### src/rtl/mem_access.sv
// MEM stage of the RV32I pipeline. Runs loads and stores on a req/ack data bus,
// aligns and extends load data, and produces the MEM_WB register set and an upstream stall.
module mem_access #(
    parameter int TIMEOUT = 16
) (
    input  logic        CLK,
    input  logic        RES,
    input  logic [31:0] EX_MEM_inst,
    input  logic [31:0] EX_MEM_pc,
    input  logic [31:0] EX_MEM_alu,
    input  logic [31:0] EX_MEM_rs2,
    input  logic [4:0]  EX_MEM_rd,
    input  logic        EX_MEM_is_load,
    input  logic        EX_MEM_is_store,
    output logic        DMEM_req,
    output logic        DMEM_we,
    output logic [31:0] DMEM_addr,
    output logic [3:0]  DMEM_be,
    output logic [31:0] DMEM_wdata,
    input  logic [31:0] DMEM_rdata,
    input  logic        DMEM_ack,
    output logic        MEM_STALL,
    output logic [31:0] MEM_WB_inst,
    output logic [4:0]  MEM_WB_rd,
    output logic [31:0] MEM_WB_data,
    output logic        MEM_WB_we,
    output logic        MEM_misalign,
    output logic        MEM_bus_err
);

    localparam int CW = $clog2(TIMEOUT + 1);

    localparam logic [6:0] OP_LUI   = 7'b0110111;
    localparam logic [6:0] OP_AUIPC = 7'b0010111;
    localparam logic [6:0] OP_JAL   = 7'b1101111;
    localparam logic [6:0] OP_JALR  = 7'b1100111;
    localparam logic [6:0] OP_LCC   = 7'b0000011;
    localparam logic [6:0] OP_MCC   = 7'b0010011;
    localparam logic [6:0] OP_RCC   = 7'b0110011;
    localparam logic [6:0] OP_CUS   = 7'b0001011;

    typedef enum logic {
        S_IDLE,
        S_WAIT
    } state_t;

    state_t          r_state;
    logic [CW-1:0]   r_count;

    logic [6:0]  w_opcode;
    logic [2:0]  w_funct3;
    logic [1:0]  w_off;
    logic        w_is_mem;
    logic        w_aligned;
    logic        w_pending;
    logic        w_misalign;
    logic        w_timeout_hit;
    logic        w_bus_err;
    logic [7:0]  w_byte;
    logic [15:0] w_half;
    logic [31:0] w_load_data;
    logic        w_wb_we;
    logic [31:0] w_wb_data;

    assign w_opcode = EX_MEM_inst[6:0];
    assign w_funct3 = EX_MEM_inst[14:12];
    assign w_off    = EX_MEM_alu[1:0];
    assign w_is_mem = (EX_MEM_is_load | EX_MEM_is_store) & (EX_MEM_inst != 32'h0);

    always_comb begin
        unique case (w_funct3[1:0])
            2'b00:   w_aligned = 1'b1;
            2'b01:   w_aligned = ~w_off[0];
            default: w_aligned = (w_off == 2'b00);
        endcase
    end

    assign w_pending  = w_is_mem & w_aligned;
    assign w_misalign = w_is_mem & ~w_aligned;

    // r_count holds the number of earlier cycles req has already been high, so
    // the hit lands on the TIMEOUT-th cycle of the request.
    assign w_timeout_hit = (r_state == S_WAIT) && (r_count == CW'(TIMEOUT - 1));
    assign w_bus_err     = w_pending & ~DMEM_ack & w_timeout_hit;

    assign DMEM_req  = w_pending;
    assign DMEM_we   = EX_MEM_is_store;
    assign DMEM_addr = {EX_MEM_alu[31:2], 2'b00};
    assign MEM_STALL = w_pending & ~DMEM_ack & ~w_timeout_hit;

    always_comb begin
        DMEM_be    = 4'b1111;
        DMEM_wdata = EX_MEM_rs2;
        if (EX_MEM_is_store) begin
            unique case (w_funct3[1:0])
                2'b00: begin
                    DMEM_be    = 4'b0001 << w_off;
                    DMEM_wdata = {4{EX_MEM_rs2[7:0]}};
                end
                2'b01: begin
                    DMEM_be    = w_off[1] ? 4'b1100 : 4'b0011;
                    DMEM_wdata = {2{EX_MEM_rs2[15:0]}};
                end
                default: begin
                    DMEM_be    = 4'b1111;
                    DMEM_wdata = EX_MEM_rs2;
                end
            endcase
        end
    end

    always_comb begin
        unique case (w_off)
            2'd0:    w_byte = DMEM_rdata[7:0];
            2'd1:    w_byte = DMEM_rdata[15:8];
            2'd2:    w_byte = DMEM_rdata[23:16];
            default: w_byte = DMEM_rdata[31:24];
        endcase
        w_half = w_off[1] ? DMEM_rdata[31:16] : DMEM_rdata[15:0];
        unique case (w_funct3)
            3'b000:  w_load_data = {{24{w_byte[7]}}, w_byte};
            3'b001:  w_load_data = {{16{w_half[15]}}, w_half};
            3'b100:  w_load_data = {24'h0, w_byte};
            3'b101:  w_load_data = {16'h0, w_half};
            default: w_load_data = DMEM_rdata;
        endcase
    end

    assign w_wb_we = (EX_MEM_rd != 5'd0) &&
                     (w_opcode inside {OP_LUI, OP_AUIPC, OP_JAL, OP_JALR,
                                       OP_LCC, OP_MCC, OP_RCC, OP_CUS});

    always_comb begin
        if (EX_MEM_is_load)
            w_wb_data = w_load_data;
        else if (w_opcode == OP_JAL || w_opcode == OP_JALR)
            w_wb_data = EX_MEM_pc + 32'd4;
        else
            w_wb_data = EX_MEM_alu;
    end

    // NOTE: all state here uses non-blocking assignments so every register
    // samples the pre-edge values regardless of statement order.
    always_ff @(posedge CLK) begin
        if (RES) begin
            r_state      <= S_IDLE;
            r_count      <= '0;
            MEM_WB_inst  <= 32'h0;
            MEM_WB_rd    <= 5'd0;
            MEM_WB_data  <= 32'h0;
            MEM_WB_we    <= 1'b0;
            MEM_misalign <= 1'b0;
            MEM_bus_err  <= 1'b0;
        end else begin
            MEM_misalign <= w_misalign;
            MEM_bus_err  <= w_bus_err;

            unique case (r_state)
                S_IDLE: begin
                    if (w_pending && !DMEM_ack) begin
                        r_state <= S_WAIT;
                        r_count <= CW'(1);
                    end else begin
                        r_count <= '0;
                    end
                end
                S_WAIT: begin
                    if (DMEM_ack || w_timeout_hit || !w_pending) begin
                        r_state <= S_IDLE;
                        r_count <= '0;
                    end else begin
                        r_count <= r_count + CW'(1);
                    end
                end
                default: begin
                    r_state <= S_IDLE;
                    r_count <= '0;
                end
            endcase

            if (MEM_STALL || w_misalign || w_bus_err) begin
                MEM_WB_inst <= 32'h0;
                MEM_WB_rd   <= 5'd0;
                MEM_WB_data <= 32'h0;
                MEM_WB_we   <= 1'b0;
            end else begin
                MEM_WB_inst <= EX_MEM_inst;
                MEM_WB_rd   <= EX_MEM_rd;
                MEM_WB_data <= w_wb_data;
                MEM_WB_we   <= w_wb_we;
            end
        end
    end

endmodule

### config.mk
export PLATFORM = sky130hd
export DESIGN_NAME = mem_access
export DESIGN_NICKNAME = d
export VERILOG_FILES = /design/src/rtl/mem_access.sv
export SDC_FILE = /design/constraint.sdc
export NUM_CORES = 1
export LEC_CHECK = 0
export BUFFER_PORTS_ARGS = -buffer_cell sky130_fd_sc_hd__buf_2
export CELL_PAD_IN_SITES_DETAIL_PLACEMENT = 1
export CELL_PAD_IN_SITES_GLOBAL_PLACEMENT = 2
export CORE_MARGIN = 3
export CORE_UTILIZATION = 20
export CTS_BUF_LIST = sky130_fd_sc_hd__clkbuf_2
export DETAILED_ROUTE_END_ITERATION = 6
export PLACE_DENSITY_LB_ADDON = 0.1
export SLEW_MARGIN = 40
export SYNTH_ARGS = -nofsm -noshare
export SYNTH_HDL_FRONTEND = slang
export SYNTH_SLANG_ARGS = --single-unit
### constraint.sdc
create_clock -name CLK -period 1.9 [get_ports CLK]
set_clock_uncertainty 0.05 [all_clocks]
set_input_delay 0.19 -clock CLK [delete_from_list [all_inputs] [get_ports CLK]]
set_output_delay 0.19 -clock CLK [all_outputs]
set_load 0.02 [all_outputs]
# Word-level counts from Yosys, hierarchy flattened
# Cells that the tools add are included.
# totals
elab_cells	72
reg_bits	78
output_inout_bits	143
# classes
eq_ne	15
bitwise	12
shift	1
n_mux	17
n_reduce_logical	17
addsub	2
# ops
op	n
$pmux W32 S4	1
$mux W32	3
$pmux W32 S2	1
$add A32 B3 Y32 const B	1
$reduce_bool A32 Y1	1
$pmux W8 S3	1
$mux W16	1
$eq A7 B5 Y1 const B	2
$eq A7 B6 Y1 const B	2
$eq A7 B7 Y1 const B	2
$pmux W5 S2	1
$mux W4	2
$pmux W4 S2	1
$reduce_bool A8 Y1	1
$eq A7 B2 Y1 const B	1
$eq A7 B4 Y1 const B	1
$and A1 B1 Y1	6
$eq A3 B3 Y1 const B	2
$add A5 B1 Y5 const B	1
$eq A5 B4 Y1 const B	1
$logic_or A1 B1 Y1	5
$mux W5	1
$not A1 Y1	5
$reduce_bool A5 Y1	1
12 further kinds	20

# Logic depth before layout (Yosys ltp)
# Gate-level depths: netlist (run 1).
# logic_depth
word_depth	8
mapped_depth	8
depth_no_buf	6

# Least setup slack after synthesis (run 1)
# No wires, ideal clock.
# synth_path
path_kind	input-to-reg
startpoint	input EX_MEM_inst[0]
endpoint	register MEM_WB_data[23]
arrival_ps	1851
required_ps	1780
slack_ps	-71
cell_stages	6
cell_sequence	or4_1 -> or3_4 -> o32ai_4 -> buf_6 -> o221ai_1 -> a21oi_1
# synth_via
elab_chain_cells	8
word_cells_on_any_way	15
classes_between	eq/ne: 2; mux: 2; bitwise: 6; reduce/logical: 5
# synth_lines
item	line	rtl
start, declared	8	input logic [31:0] EX_MEM_inst,
$reduce_bool A32 Y1	68	assign w_is_mem = (EX_MEM_is_load | EX_MEM_is_store) & (EX_MEM_inst != 32'h0);
$and A1 B1 Y1	68	
$and A1 B1 Y1	78	assign w_pending = w_is_mem & w_aligned;
$and A1 B1 Y1	84, 89	
$and A1 B1 Y1	89	assign MEM_STALL = w_pending & ~DMEM_ack & ~w_timeout_hit;
$logic_or A1 B1 Y1 (2 in series)	181	if (MEM_STALL || w_misalign || w_bus_err) begin
$reduce_or A2 Y1 (no source line)	-	
end signal, assigned	189	MEM_WB_data <= w_wb_data;
end, declared	25	output logic [31:0] MEM_WB_data,
# Parallel ways exist; a longest one is shown, timed or not.
# A chain may end at the register's enable or synchronous reset.

# Final worst setup path (run 1)
# layout_path
startpoint	register r_count[0]
endpoint	output MEM_STALL
# layout_via
elab_chain_cells	4
# layout_lines
item	line	rtl
start, declared	48	logic [CW-1:0] r_count;
start signal, assigned	172	r_count <= r_count + CW'(1);
$eq A5 B4 Y1	83	assign w_timeout_hit = (r_state == S_WAIT) && (r_count == CW'(TIMEOUT - 1));
$logic_and A1 B1 Y1	83	
$not A1 Y1	89	
$and A1 B1 Y1	89	
end, declared	22	output logic MEM_STALL,
# Every way passes these cells.

==> Implementation_results.wiki, run 1 <==
{| class="wikitable"
! Metric !! Value
|-
| Share of synthesized area spent on multiplexers || 5.324%
|-
| Static power due to leakage || 3.880 nW
|-
| Post-synthesis async set-or-reset flop share || 0%
|-
| Clock tree from TritonCTS || yes
|-
| Max-capacitance violation count || 0
|-
| Simple-gate area share of the yosys netlist || 26.38%
|-
| Initial antenna violation count || 4
|-
| Via count of the first global-routing pass || 6535
|-
| Unrepaired setup endpoints after global routing || yes
|-
| Clock Latency Late Sink || 600 ps
|-
| Site Rows || 55
|-
| CTS clk-pin slew, worst paths || 280 ps
|-
| Floorplan die area || 25260 um2
|-
| Run status || finished with violations
|-
| FMAX || 0.4752 GHz
|-
| Failing checks || negative setup slack
|-
| Pin slew with the least headroom to its limit || 521.2 ps
|-
| Remaining number of nets flagged by the antenna check after routing || 0
|-
| EDFF count, synth || 0
|-
| Final number of max-transition violations || 0
|-
| Cell type with the highest aggregate area in the netlist || dfxtp_1
|-
| Adder and majority cell fraction of the synthesized area || 0.8026%
|-
| Number of search-and-repair iterations in the first detailed-routing pass || 4
|-
| HP Class || primary input to flop
|-
| All-layer global routing usage || 18.26%
|-
| Dominant combinational cell family by area after synthesis || simple AND/OR/NAND/NOR gates
|-
| TritonCTS Sinks || 78
|-
| DRC violation count after routing || 0
|-
| Clock period minus final worst setup slack || 2104 ps
|-
| Synth warn || 0
|-
| Primary flip-flop cell chosen by synthesis mapping || dfxtp_1
|-
| Proportion of synthesized chip area in sequential cells || 33.39%
|-
| Layout-stage area growth over the synthesis result || 78.36%
|-
| Per-cell routed wire length || 17.89 um
|-
| Number of fill cells || 2815
|-
| # setup viols final || 2
|-
| Peak supply drop || 195.4 uV
|-
| Share of Yosys cell area claimed by the top area cell type || 33.39%
|-
| Xor/xnor share of the synthesized area || 4.869%
|-
| Die extent in x || 158.9 um
|-
| Commonest cells after routing, fill and taps aside || buf_2 (307), dlygate4sd3_1 (125), dfxtp_1 (76)
|-
| Register cell area after layout || 1564 um2
|-
| Power density cells || 502.5 nW/um2
|-
| Initial core utilization || 20.53%
|-
| Maximum number of pins on one net before global-route repair || 44
|-
| Detailed Place HPWL || 18590 um
|-
| Maximum fanout encountered on the critical timing path || 2
|-
| Worst path arrival time || 1860 ps
|-
| Final Routed Wirelength || 23930 um
|-
| Place WS || -378.5 ps
|-
| Sort of element at the end of the critical path || primary output
|-
| Fraction of final layout cells sized beyond drive strength 1 || 43.84%
|-
| Vertical extent of the die || 158.9 um
|-
| Max clock buf depth || 2
|-
| IO Count || 313
|-
| Average footprint of a synthesized cell || 8.162 um2
|-
| Global-route wire length before repair || 36680 um
|-
| Number of vias in the routed layout || 6007
|-
| Global placer's final weighted congestion || 0.8083
|-
| Hold violation total from the final report || 0
|-
| Final worst slack || -204.3 ps
|-
| Routed vias/inst || 4.490
|-
| Type of element launching the critical path || flop
|-
| Area taken by multi-input logic gates || 2791 um2
|-
| Crit Path Category || flop to primary output
|-
| Synthesized-area fraction occupied by ao, oa, aoi and oai cells || 18.41%
|-
| Most common cell after layout, fill and taps aside || buf_2
|-
| Core Region || 22780 um2
|-
| Synthesized instance count || 573
|-
| Root buf cell || clkbuf_2
|-
| Num CTS Buffers || 9
|-
| Synth cell types || 61
|-
| Top cells by area, synth || dfxtp_1 (33%), buf_4 (6.9%), and2_1 (6.7%)
|-
| Netlist area before placement || 4677 um2
|-
| Fin crit share || 110.8%
|-
| Drt first-iter violations || 170
|-
| Input/output buffers || 310
|-
| Synthesized flop and latch total || 78
|-
| Number of nets in the layout || 1190
|-
| Depth of the CTS H-tree || 3
|-
| Power after layout || 4.191 mW
|-
| Slew headroom || 64.36%
|-
| Endpoint required time on the critical path || 1660 ps
|-
| Total gr overflow || 0
|}
## critical path, cell delays in order, from the launching register on
cell,delay [ps]
dfxtp_2,400
ha_4,150
and3_4,180
ha_4,160
nand2_2,50
nor3b_2,150
buf_4,170
## sequential cells by signal (all words and copies together), names as in the netlist
| name | cells |
|---|---|
| MEM_misalign | 1 |
| r_state | 1 |
| MEM_WB_data | 32 |
| r_count | 5 |
| MEM_WB_rd | 5 |
| MEM_WB_inst | 32 |
| MEM_WB_we | 1 |
| MEM_bus_err | 1 |
## repair_timing
action	in CTS	in global routing
setup buffers	4	3
resized for setup	16	12
hold buffers	126	0
endpoints found under the setup margin	2	5
hold endpoints to repair	76	0
pin swaps	4	3
## metal layers
| metal | wire length, um | GRT usage [%] | vias up |
|---|---|---|---|
| met2 | 11590 | 31.91 | 214 |
| met3 | 1501 | 4.044 | 23 |
| li1 | - | - | 2898 |
| met5 | 13 | 0 | - |
| met4 | 331 | 4.656 | 2 |
| met1 | 10500 | 22.80 | 2870 |
## cells in the mapped netlist (all sizes together) (3+ instances only)
cell type	number
xnor2	9
a21oi	31
a221oi	7
o21ai	11
o221ai	15
nor2	39
a2111oi	4
inv	10
buf	47
nor2b	4
a22o	7
o22a	5
clkbuf	29
nand3	23
o21a	3
and3	8
mux2	12
or3	10
mux2i	11
nand4	8
and2	50
dfxtp	78
xor2	17
nand2b	4
a31oi	3
o22ai	7
nor4	11
o211ai	3
nand2	60
nor3	16
ha	3
a211oi	8
## path summary, 6_finish.rpt
| kind | from | endpoint | slack [ps] | cells past startpoint |
|---|---|---|---|---|
| worst max-delay path | r_count[0]$_SDFF_PP0_ | MEM_STALL | -200 | 6 |
| worst min-delay path | DMEM_rdata[25] | MEM_WB_data[25]$_SDFF_PP0_ | 60 | 4 |
| worst max register to register | r_count[0]$_SDFF_PP0_ | r_count[4]$_SDFF_PP0_ | 20 | 8 |
| worst min register to register | r_state$_SDFF_PP0_ | MEM_bus_err$_SDFF_PP0_ | 490 | 2 |
## per-stage QoR
step / instances / area (um2) / utilization (%) / hold WS, ps / TNS, ps
global route: 1338 / 8342 / 36.62 / 16.96 / -434.0
detailed placement: 1187 / 6788 / 29.80 / 362.2 / -15730
floorplan: 574 / 4750 / - / 218.5 / -90.61
CTS: 1333 / 8260 / 36.26 / 1.482 / -354.4
finish: 1338 / 8342 / 36.62 / 60.79 / -224.5
global placement: 1187 / 6788 / 29.80 / 357.8 / -14480
## power breakdown
| group | switching, mW | internal [mW] | total, mW |
|---|---|---|---|
| clock | 0.746 | 0.218 | 0.964 |
| sequential | 0.0240 | 1.72 | 1.74 |
| combinational | 0.791 | 0.694 | 1.48 |
## kinds of logic after synthesis
group                    count (synthesis)
adder cells (fa/ha/maj)                  3
AO/OA/AOI/OAI                          116
other                                    1
flip-flops                              78
buffers and inverters                   86
AND/OR/NAND/NOR                        240
XOR/XNOR                                26
multiplexers                            23
## cell type report
class / instances / area share, %
multi-input cells: 410 / 33.46
clock inverters: 7 / 0.8700
diodes: 3 / 0.09000
clock buffers: 9 / 0.5400
flip-flops and latches: 78 / 18.75
repair buffers: 508 / 41.14
inverters: 10 / 0.4500
well taps: 313 / 4.695
Power figures use the tool's default switching activity.
==> inputs of run 2 (changes only) <==
BUFFER_PORTS_ARGS = default   (was -buffer_cell sky130_fd_sc_hd__buf_2)
CORE_ASPECT_RATIO = 1.1   (was default)
CORE_UTILIZATION = 30   (was 20)
DONT_BUFFER_PORTS = 1   (was default)
==> run 2 against run 1 <==
Synthesized cell count is the same. The run now fails in clock tree synthesis (4_1_cts). Area after synthesis is the same.
==> Implementation_results.wiki, run 2 <==
{| class="wikitable"
! Metric !! Value
|-
| Run status || stopped before the end
|-
| Exit stage || clock tree synthesis (4_1_cts)
|-
| Tool error || [ERROR RSZ-0060] Max buffer count reached.
|-
| Proportion of synthesized chip area in sequential cells || 33.39% (unchanged)
|-
| Primary flip-flop cell chosen by synthesis mapping || dfxtp_1
|-
| Global placer's final weighted congestion || 0.8460 (+4.7%)
|-
| Root buf cell || clkbuf_2
|-
| Post-synthesis async set-or-reset flop share || 0% (unchanged)
|-
| Placed insts || 741 (-38%)
|-
| Site Rows || 47 (-15%)
|-
| Initial core utilization || 30.83% (+10 points)
|-
| Synthesized instance count || 573 (unchanged)
|-
| Top cells by area, synth || dfxtp_1 (33%), buf_4 (6.9%), and2_1 (6.7%)
|-
| Depth of the CTS H-tree || 3 (unchanged)
|-
| Synthesized flop and latch total || 78 (unchanged)
|-
| Post-CTS Hold Buffers || 153 (+21%)
|-
| Average footprint of a synthesized cell || 8.162 um2 (unchanged)
|-
| EDFF count, synth || 0 (unchanged)
|-
| Dominant cell by count in the synthesized netlist || dfxtp_1
|-
| IO Count || 313 (unchanged)
|-
| # resized after CTS || 11 (-5)
|-
| Detailed Place HPWL || 14810 um (-20%)
|-
| Vertical extent of the die || 137.0 um (-14%)
|-
| Die extent in x || 125.1 um (-21%)
|-
| Share of Yosys cell area claimed by the top area cell type || 33.39% (unchanged)
|-
| Post-CTS setup buffer count || 4 (unchanged)
|-
| Cell type with the highest aggregate area in the netlist || dfxtp_1
|-
| Input/output buffers || 0 (-100%)
|-
| Synth cell types || 61 (unchanged)
|-
| Netlist area before placement || 4677 um2 (unchanged)
|-
| Top cells by count, synth || dfxtp_1 (78), nand2_1 (60), and2_1 (50)
|-
| Num CTS Buffers || 9 (unchanged)
|-
| Max clock buf depth || 2 (unchanged)
|-
| Synth warn || 0 (unchanged)
|-
| TritonCTS Sinks || 78 (unchanged)
|}
## run 2: cell counts after synthesis
No cell type changed its count.
## run 2: logic make-up after synthesis
| kind of cell | Yosys count | synth area share (%) |
|---|---|---|
| and+or+nand+nor | 240 | 26.38 |
| AOI/OAI and AO/OA | 116 | 18.41 |
| buffers and inverters | 86 | 10.75 |
| DFF | 78 | 33.39 |
| xor gates and xnor gates | 26 | 4.869 |
| muxes | 23 | 5.324 |
| adders and majority gates | 3 | 0.8027 |
| other | 1 | 0.08018 |
## run 2: through the flow
stage               setup TNS [ps]  cell area (um2)  setup WS [ps]  hold slack, ps
detailed placement           -3707             4922         -167.6           232.6
global placement             -1855             4922         -122.3           227.8
floorplan                   -90.61             4750         -34.57           218.5
==> inputs of run 3 (changes only) <==
CELL_PAD_IN_SITES_DETAIL_PLACEMENT = default   (was 1)
CELL_PAD_IN_SITES_GLOBAL_PLACEMENT = default   (was 2)
CORE_ASPECT_RATIO = default   (was 1.1)
CORE_UTILIZATION = 20   (was 30)
CTS_BUF_LIST = default   (was sky130_fd_sc_hd__clkbuf_2)
PLACE_DENSITY_LB_ADDON = 0.15   (was 0.1)
clock period = 2.5 ns   (was 1.9 ns; I/O delays follow)
==> run 3 against run 2 <==
The run now ends clean.
==> Implementation_results.wiki, run 3 (synthesized netlist as in run 1, its figures left out) <==
{| class="wikitable"
! Metric !! Value
|-
| Pin slew with the least headroom to its limit || 809.5 ps
|-
| Per-cell routed wire length || 23.00 um
|-
| Endpoint required time on the critical path || 2200 ps
|-
| Clock period minus final worst setup slack || 2340 ps
|-
| Worst path arrival time || 2040 ps
|-
| HP Class || primary input to flop
|-
| Sort of element at the end of the critical path || primary output
|-
| Detailed Place HPWL || 15510 um (+4.7%)
|-
| Commonest cells after routing, fill and taps aside || dfxtp_1 (78), nand2_1 (60), and2_1 (50)
|-
| Site Rows || 55 (+17%)
|-
| Clock Latency Late Sink || 340 ps
|-
| Number of nets in the layout || 740
|-
| Layout-stage area growth over the synthesis result || 16.56%
|-
| Diode insertion count for antenna repair || 0
|-
| Max clock buf depth || 2 (unchanged)
|-
| Maximum number of pins on one net before global-route repair || 37
|-
| Floorplan die area || 25260 um2
|-
| Hold violation total from the final report || 0
|-
| GRT Max-Usage Layer || met2
|-
| Slew headroom || 45.92%
|-
| Peak supply drop || 226.5 uV
|-
| Depth of the CTS H-tree || 3 (unchanged)
|-
| # resized after CTS || 0 (-11)
|-
| Number of vias in the routed layout || 4233
|-
| Total gr overflow || 0
|-
| FMAX || 0.4273 GHz
|-
| Max-capacitance violation count || 0
|-
| Routed vias/inst || 4.788
|-
| IO Count || 313 (unchanged)
|-
| Fraction of final layout cells sized beyond drive strength 1 || 10.33%
|-
| Num CTS Buffers || 9 (unchanged)
|-
| Run status || finished clean
|-
| DRC violation count after routing || 0
|-
| Global placer's final weighted congestion || 0.7763 (-8.2%)
|-
| Maximum fanout encountered on the critical timing path || 4
|-
| Vertical extent of the die || 158.9 um (+16%)
|-
| Drt first-iter violations || 261
|-
| Crit Path Category || flop to primary output
|-
| All-layer global routing usage || 15.29%
|-
| Power density cells || 584.6 nW/um2
|-
| Clock tree from TritonCTS || yes
|-
| Final number of max-transition violations || 0
|-
| Global-route wire length before repair || 29210 um
|-
| Die extent in x || 158.9 um (+27%)
|-
| Number of search-and-repair iterations in the first detailed-routing pass || 5
|-
| Final Routed Wirelength || 20340 um
|-
| Number of fill cells || 2466
|-
| Type of element launching the critical path || flop
|-
| Met3 track demand over resource || 6.001%
|-
| Post-Layout Cell Count || 884
|-
| Initial core utilization || 20.53% (-10 points)
|-
| Core Region || 22780 um2
|-
| Util after Layout || 23.93%
|-
| Placed insts || 831 (+12%)
|-
| Remaining number of nets flagged by the antenna check after routing || 0
|-
| Initial antenna violation count || 0
|-
| Unrepaired setup endpoints after global routing || no
|-
| # setup viols final || 0
|-
| Largest registers in the final layout || MEM_WB_data: 32 flops, MEM_WB_inst: 32 flops
|-
| M2 GR Usage || 25.75%
|-
| Root buf cell || clkbuf_16
|-
| Area taken by multi-input logic gates || 2629 um2
|-
| Via count of the first global-routing pass || 4358
|-
| Register cell area after layout || 1562 um2
|-
| TritonCTS Sinks || 78 (unchanged)
|-
| Input/output buffers || 0 (unchanged)
|-
| Static power due to leakage || 1.971 nW
|-
| CTS clk-pin slew, worst paths || 60 ps
|-
| Fin crit share || 93.60%
|-
| Met1 demand-to-capacity share in global routing || 18.25%
|-
| Final total negative setup slack || 0 ps
|-
| Most common cell after layout, fill and taps aside || dfxtp_1
|}
run 3: stage by stage:
stage	area (um2)	total power [mW]	hold slack (ps)	setup WS (ps)
2_1_floorplan	4681	1.852	278.5	469.1
5_1_grt	5451	3.334	22.01	39.05
6_report	5451	3.187	17.93	160.0
4_1_cts	5449	3.251	4.200	131.7
3_3_place_gp	4780	1.841	282.8	192.0
3_5_place_dp	4780	1.842	293.5	218.8
run 3: worst paths after layout:
| kind | start | to | slack (ps) | depth (start not counted) |
|---|---|---|---|---|
| max | r_count[0]$_SDFF_PP0_ | MEM_STALL | 160 | 5 |
| min | EX_MEM_inst[1] | MEM_WB_we$_SDFF_PP0_ | 20 | 2 |
| max reg2reg | r_count[0]$_SDFF_PP0_ | r_count[4]$_SDFF_PP0_ | 780 | 6 |
| min reg2reg | r_state$_SDFF_PP0_ | r_state$_SDFF_PP0_ | 450 | 1 |
run 3: report_power, final:
part / leakage [nW] / total, mW / internal (mW) / switching (mW)
clock network: 0.137 / 1.32 / 0.766 / 0.559
registers: 0.638 / 1.40 / 1.30 / 0.101
logic: 1.20 / 0.458 / 0.202 / 0.256
run 3: final cells by class:
class	count	area share, %
inverters	10	0.6885
clock inverters	6	1.171
multi-input cells	410	48.22
clock buffers	9	4.131
flip-flops and latches	78	28.64
repair buffers	58	9.961
well taps	313	7.184
run 3: routing by layer:
metal | part of all wire [%] | up-vias
met2 | 48 | 213
li1 | - | 1988
met1 | 42 | 2019
met3 | 9.5 | 13
met4 | 1.3 | 0
met5 | 0 | -
run 3: critical path, cell delays in order (launching register included):
cell,delay (ps)
dfxtp_1,320
ha_1,220
and3_1,190
ha_1,210
nand2_1,80
nor3b_1,670
run 3: what timing repair did:
item	CTS	global route
hold buffers	38	0
setup buffers	0	0
setup endpoints to repair	0	0
endpoints found under the hold margin	40	0
